===== config.mk =====
export PLATFORM = sky130hd
export DESIGN_NAME = piso_rr_arbiter
export DESIGN_NICKNAME = d
export VERILOG_FILES = /design/src/rtl/piso_rr_arbiter.sv
export SDC_FILE = /design/constraint.sdc
export NUM_CORES = 1
export LEC_CHECK = 0
export ABC_AREA = 1
export ABC_CLOCK_PERIOD_IN_PS = 1250
export CAP_MARGIN = 20
export CORE_AREA = 3 3 70 72
export DETAILED_ROUTE_END_ITERATION = 8
export DIE_AREA = 0 0 73 75
export PLACE_DENSITY = 0.75
export SYNTH_ARGS = -nofsm -noshare
export SYNTH_HDL_FRONTEND = slang
export SYNTH_SLANG_ARGS = --single-unit

===== constraint.sdc =====
create_clock -name clk -period 1.25 [get_ports clk]
set_input_delay 0.125 -clock clk [delete_from_list [all_inputs] [get_ports clk]]
set_output_delay 0.125 -clock clk [all_outputs]
set_load 0.01 [all_outputs]

===== src/rtl/piso_rr_arbiter.sv =====
// Round-robin arbiter that presents NUM_CH FIFOs to one PISO as a single FIFO, in bursts of up to BURST_LEN words.
// Optional: define PISO_ARB_PRIORITY_EN to let channel 0 win every arbitration it requests.
module piso_rr_arbiter #(
   parameter  int NUM_CH    = 4,
   parameter  int DATA_W    = 16,
   parameter  int BURST_LEN = 4,
   parameter  int HOLD_CYC  = 8,
   localparam int CH_W      = $clog2(NUM_CH)
) (
   input  logic                     clk,
   input  logic                     rst_n,
   input  logic [NUM_CH*DATA_W-1:0] ch_data_i,
   input  logic [NUM_CH-1:0]        ch_empty_i,
   output logic [NUM_CH-1:0]        ch_rd_en_o,
   output logic [DATA_W-1:0]        piso_data_o,
   output logic                     piso_empty_o,
   input  logic                     piso_rd_en_i,
   output logic [CH_W-1:0]          grant_ch_o,
   output logic                     grant_valid_o,
   output logic                     burst_start_o
);

   localparam int WC_W = $clog2(BURST_LEN + 1);
   localparam int EC_W = $clog2(HOLD_CYC + 1);

   typedef enum logic {IDLE, GRANT} state_t;

   state_t           state_reg, state_next;
   logic [CH_W-1:0]  last_ch_reg, last_ch_next;
   logic [CH_W-1:0]  grant_ch_reg, grant_ch_next;
   logic [WC_W-1:0]  word_cnt_reg, word_cnt_next;
   logic [EC_W-1:0]  empty_cnt_reg, empty_cnt_next;

   logic [DATA_W-1:0] ch_data_arr [NUM_CH];
   logic [CH_W-1:0]   cand_ch     [NUM_CH];
   logic              grant_empty;
   logic              accepted;
   logic              found;
   logic [CH_W-1:0]   pick_ch;

   // cand_ch[k] is the channel at search distance k+1 from the last served one.
   generate
      for (genvar gi = 0; gi < NUM_CH; gi++) begin : g_ch
         assign ch_data_arr[gi] = ch_data_i[gi*DATA_W +: DATA_W];
         assign cand_ch[gi]     = CH_W'((int'(last_ch_reg) + gi + 1) % NUM_CH);
         assign ch_rd_en_o[gi]  = accepted && (grant_ch_reg == CH_W'(gi));
      end
   endgenerate

   assign grant_empty = ch_empty_i[grant_ch_reg];
   assign accepted    = (state_reg == GRANT) && piso_rd_en_i && !grant_empty;

   // Walk from the farthest candidate to the nearest so the nearest non-empty one wins.
   always_comb begin
      found   = 1'b0;
      pick_ch = last_ch_reg;
      for (int i = NUM_CH - 1; i >= 0; i--) begin
         if (!ch_empty_i[cand_ch[i]]) begin
            found   = 1'b1;
            pick_ch = cand_ch[i];
         end
      end
`ifdef PISO_ARB_PRIORITY_EN
      if (!ch_empty_i[0]) begin
         found   = 1'b1;
         pick_ch = '0;
      end
`endif
   end

   always_comb begin
      state_next     = state_reg;
      last_ch_next   = last_ch_reg;
      grant_ch_next  = grant_ch_reg;
      word_cnt_next  = word_cnt_reg;
      empty_cnt_next = empty_cnt_reg;
      case (state_reg)
         IDLE: begin
            if (found) begin
               state_next     = GRANT;
               grant_ch_next  = pick_ch;
               word_cnt_next  = '0;
               empty_cnt_next = '0;
            end
         end
         GRANT: begin
            if (accepted) begin
               word_cnt_next = word_cnt_reg + WC_W'(1);
            end
            if (grant_empty) begin
               empty_cnt_next = empty_cnt_reg + EC_W'(1);
            end else begin
               empty_cnt_next = '0;
            end
            if (accepted && (word_cnt_reg == WC_W'(BURST_LEN - 1))) begin
               state_next   = IDLE;
               last_ch_next = grant_ch_reg;
            end else if (grant_empty && (empty_cnt_reg == EC_W'(HOLD_CYC - 1))) begin
               state_next   = IDLE;
               last_ch_next = grant_ch_reg;
            end
         end
         default: begin
            state_next = IDLE;
         end
      endcase
   end

   always_ff @(posedge clk or negedge rst_n) begin
      if (!rst_n) begin
         state_reg     <= IDLE;
         last_ch_reg   <= CH_W'(NUM_CH - 1);
         grant_ch_reg  <= '0;
         word_cnt_reg  <= '0;
         empty_cnt_reg <= '0;
      end else begin
         state_reg     <= state_next;
         last_ch_reg   <= last_ch_next;
         grant_ch_reg  <= grant_ch_next;
         word_cnt_reg  <= word_cnt_next;
         empty_cnt_reg <= empty_cnt_next;
      end
   end

   assign piso_data_o   = (state_reg == GRANT) ? ch_data_arr[grant_ch_reg] : '0;
   assign piso_empty_o  = (state_reg == GRANT) ? grant_empty : 1'b1;
   assign grant_valid_o = (state_reg == GRANT);
   assign grant_ch_o    = grant_ch_reg;
   assign burst_start_o = accepted && (word_cnt_reg == '0);

endmodule


==> results of run 1 <==
-- power by group through the flow --
stage	clock network, uW	registers [uW]	logic, uW
floorplan	0	713	2480
global placement	0	763	4620
detailed placement	0	770	4670
CTS	376	747	5070
global route	390	790	5750
finish	364	766	5340
-- area by class of cell --
| type | count | area, um2 | area share [%] |
|---|---|---|---|
| timing repair buffer | 141 | 1300 | 42.9 |
| multi-input combinational | 169 | 1230 | 40.7 |
| sequential | 12 | 305 | 10.1 |
| inverter | 18 | 81.3 | 2.69 |
| tap | 52 | 65.1 | 2.15 |
| clock buffer | 4 | 45.0 | 1.49 |
-- per-layer routing --
metal | vias to the layer above | wire length, um
met5 | - | 0
met4 | 0 | 133
li1 | 990 | -
met2 | 93 | 3140
met1 | 947 | 2270
met3 | 15 | 445
-- synth_stat cells --
| master | count |
|---|---|
| a22oi_1 | 16 |
| dfstp_2 | 2 |
| inv_1 | 12 |
| xnor2_1 | 1 |
| buf_6 | 1 |
| nand3b_1 | 1 |
| ha_1 | 4 |
| nand2_4 | 4 |
| nand3_4 | 1 |
| nor2_8 | 1 |
| clkinv_1 | 1 |
| nor2_4 | 2 |
| nand4_1 | 1 |
| a21oi_1 | 1 |
| nor2_1 | 13 |
| inv_2 | 5 |
| nand3_1 | 31 |
| buf_2 | 4 |
| o21ai_0 | 3 |
| xor2_1 | 1 |
| nand2_2 | 4 |
| clkbuf_1 | 3 |
| dfrtp_1 | 10 |
| nand2_1 | 61 |
| nor2_2 | 1 |
| nor3_2 | 2 |
| buf_4 | 2 |
| a31oi_1 | 16 |
| o21ai_1 | 5 |
-- cell usage in the layout (no fill, tap or decap), types with 4 or more instances in the layout --
cell type        Yosys  layout
a31oi_1             16       6
inv_1               12      10
a31oi_2              0      10
nand3_1             31      27
nand2_1             61      50
nor2_4               2       6
nor2_2               1       5
buf_6                1       6
a22oi_2              0      16
ha_1                 4       4
nand2_2              4       9
buf_2                4      22
o21ai_1              5       5
buf_4                2      33
nand2_4              4       9
nor2_1              13       5
buf_12               0       5
nand3_2              0       4
clkdlybuf4s50_1      0      72
dfrtp_1             10       8
-- worst max-delay path: stages, from the launching register on --
cell,delay [ps]
dfrtp_2,470
inv_2,80
nand2_4,80
inv_6,50
nand2_4,70
nand2_4,70
nor2_8,130
nand2_8,90
nor3_4,100
buf_2,150
-- worst paths after layout --
check	startpoint	end	slack (ps)
worst max-delay path	grant_ch_o[0]	ch_rd_en_o[1]	-420
worst max register to register	grant_ch_o[0]	grant_valid_o	-360
min in group clk	empty_cnt_reg[0]	empty_cnt_reg[0]	510
max in group asynchronous	rst_n	last_ch_reg[1]	720
worst min-delay path	rst_n	word_cnt_reg[1]	80
worst min register to register	empty_cnt_reg[0]	empty_cnt_reg[0]	510
-- per-stage QoR --
stage | setup TNS [ps] | worst slack (ps) | cells | instance area (um2) | hold WS, ps
after floorplan | -1990 | -89.6 | 209 | 1510 | -171
after global placement | -15690 | -541 | 380 | 2760 | 337
after detailed placement | -16330 | -574 | 380 | 2760 | 340
after CTS | -11110 | -424 | 395 | 2940 | 82.0
after global routing | -14820 | -506 | 396 | 3030 | 85.9
final | -12050 | -417 | 396 | 3030 | 83.4
-- cell families (layout without fill, tap and decap cells) --
| group | count (synthesis) | count (layout) |
|---|---|---|
| fa+ha+maj | 4 | 4 |
| buf+inv | 28 | 163 |
| xor+xnor | 2 | 2 |
| flops | 12 | 12 |
| compound gates | 41 | 41 |
| simple gates | 122 | 122 |
-- repair_timing --
| action | CTS | global route |
|---|---|---|
| setup endpoints to repair | 37 | 37 |
| gates cloned | 1 | 0 |
| pin swaps | 12 | 16 |
| setup buffers | 10 | 1 |
| endpoints found under the hold margin | 0 | 0 |
| resized for setup | 128 | 21 |
==> impl_metrics.env, run 1 <==
export IMPL_synthDominantCellAreaShare_pct=18.3
export IMPL_holdBufCountCts=0
export IMPL_synth_area_um2=1360
export IMPL_clock_root_buffer="clkbuf_8"
export IMPL_avgSynthCellArea_um2=6.53
export IMPL_n_fill_cell=351
export IMPL_violations="setup timing"
export IMPL_p_seq_share_pct=11.8
export IMPL_grt_use_total_pct=20.9
export IMPL_finalHoldViolations=0
export IMPL_synth_cell_type_count=29
export IMPL_grt_max_degree=18
export IMPL_drive_gt1_share_pct=43.3
export IMPL_pwr_share_clk_pct=5.6
export IMPL_htreeDepth=1
export IMPL_io_pins=96
export IMPL_ys_ff_latch=12
export IMPL_rsz0062_at_grt="true"
export IMPL_syn_instance_count=209
export IMPL_port_buffers=95
export IMPL_synth_area_leaders="dfrtp_1, nand2_1, nand3_1"
export IMPL_wl_per_cell_um=15.1
export IMPL_grt_pass1_wl_um=9030
export IMPL_worstPathMaxFanout=7
export IMPL_cts_buffers=3
export IMPL_status="complete, but fails checks"
export IMPL_tightest_slew_ps=214
export IMPL_wl_um=5980
export IMPL_start_util_pct=31.3
export IMPL_syn_nets=284
export IMPL_worst_r2r_path_depth=10
export IMPL_vias=2045
export IMPL_synth_xor_area_share_pct=1.28
export IMPL_p_sw_uw=3020
export IMPL_overflow=0
export IMPL_setup_viol=36
export IMPL_tritoncts="yes"
export IMPL_synthMuxAreaShare_pct=0
export IMPL_largest_register_ffs=4
export IMPL_post_dp_hpwl_um=4390
export IMPL_busiest_layer="met2"
export IMPL_power_density_nw_per_um2=2140
export IMPL_via_per_inst=5.16
export IMPL_globalplace_congestion=0.825
export IMPL_clk_pin_slew_worst_paths_ps=50
export IMPL_startpoint_type="register"
export IMPL_internal_power_uw=3440
export IMPL_period_minus_slack_ps=1670
export IMPL_required_ps=1120
export IMPL_antenna_found_initial=0
export IMPL_yosys_area_share_simple_pct=44.2
export IMPL_crit_path_end_kind="output port"
export IMPL_pwr_share_comb_pct=82.5
export IMPL_switching_share_pct=46.8
export IMPL_n_antenna_cell=0
export IMPL_grt_pass1_vias=1989
export IMPL_met1_usage_pct=24.6
export IMPL_synth_adder_area_share_pct=3.67
export IMPL_rows=24
export IMPL_fin_skew_ps=4.70
export IMPL_ant_nets=0
export IMPL_synth_top_area_cell="dfrtp_1"
export IMPL_fmax_ghz=0.600
export IMPL_syn2layout_area_growth_pct=122
export IMPL_drtPass1Iterations=4
export IMPL_slew_headroom_pct=85.7
export IMPL_yosysSeqAreaShare_pct=22.2
export IMPL_drt_iter0_markers=48
export IMPL_synth_top_family_by_area="simple AND/OR/NAND/NOR gates"
export IMPL_drcViolationCount=0
export IMPL_use_met2_pct=39.1
export IMPL_cap_violations=0
export IMPL_clockBufferDepth=2
export IMPL_dieHeight_um=75
export IMPL_die_area_um2=5480
export IMPL_yosys_warnings=0
export IMPL_power_uw=6470
export IMPL_grt_use_met3_pct=2.54
export IMPL_clock_latency_ps=240
export IMPL_core_um2=4350
export IMPL_crit_arrival_ps=1540
export IMPL_final_util_pct=69.5
export IMPL_path_class="reg2out"
export IMPL_holdCritPathClass="in2async"
export IMPL_layout_setup_ws_ps=-417
export IMPL_p_leak_uw=0.00132
export IMPL_slew_violations=0
export IMPL_ir_drop_v=0.00120
export IMPL_die_w_um=73
export IMPL_nets=420
export IMPL_synth_compound_area_share_pct=19.4
export IMPL_period_share_pct=133
export IMPL_cts_sinks=12
Power figures use the tool's default switching activity.
==> inputs of run 2 (changes only) <==
--- a/config.mk
+++ b/config.mk
@@ -11,7 +11,9 @@
 export CORE_AREA = 3 3 70 72
 export DETAILED_ROUTE_END_ITERATION = 8
 export DIE_AREA = 0 0 73 75
+export GPL_ROUTABILITY_DRIVEN = 0
 export PLACE_DENSITY = 0.75
+export SLEW_MARGIN = 20
 export SYNTH_ARGS = -nofsm -noshare
 export SYNTH_HDL_FRONTEND = slang
 export SYNTH_SLANG_ARGS = --single-unit
==> results of run 2 <==
Same layout as run 1: the final DEF is identical, and so are final timing and power.
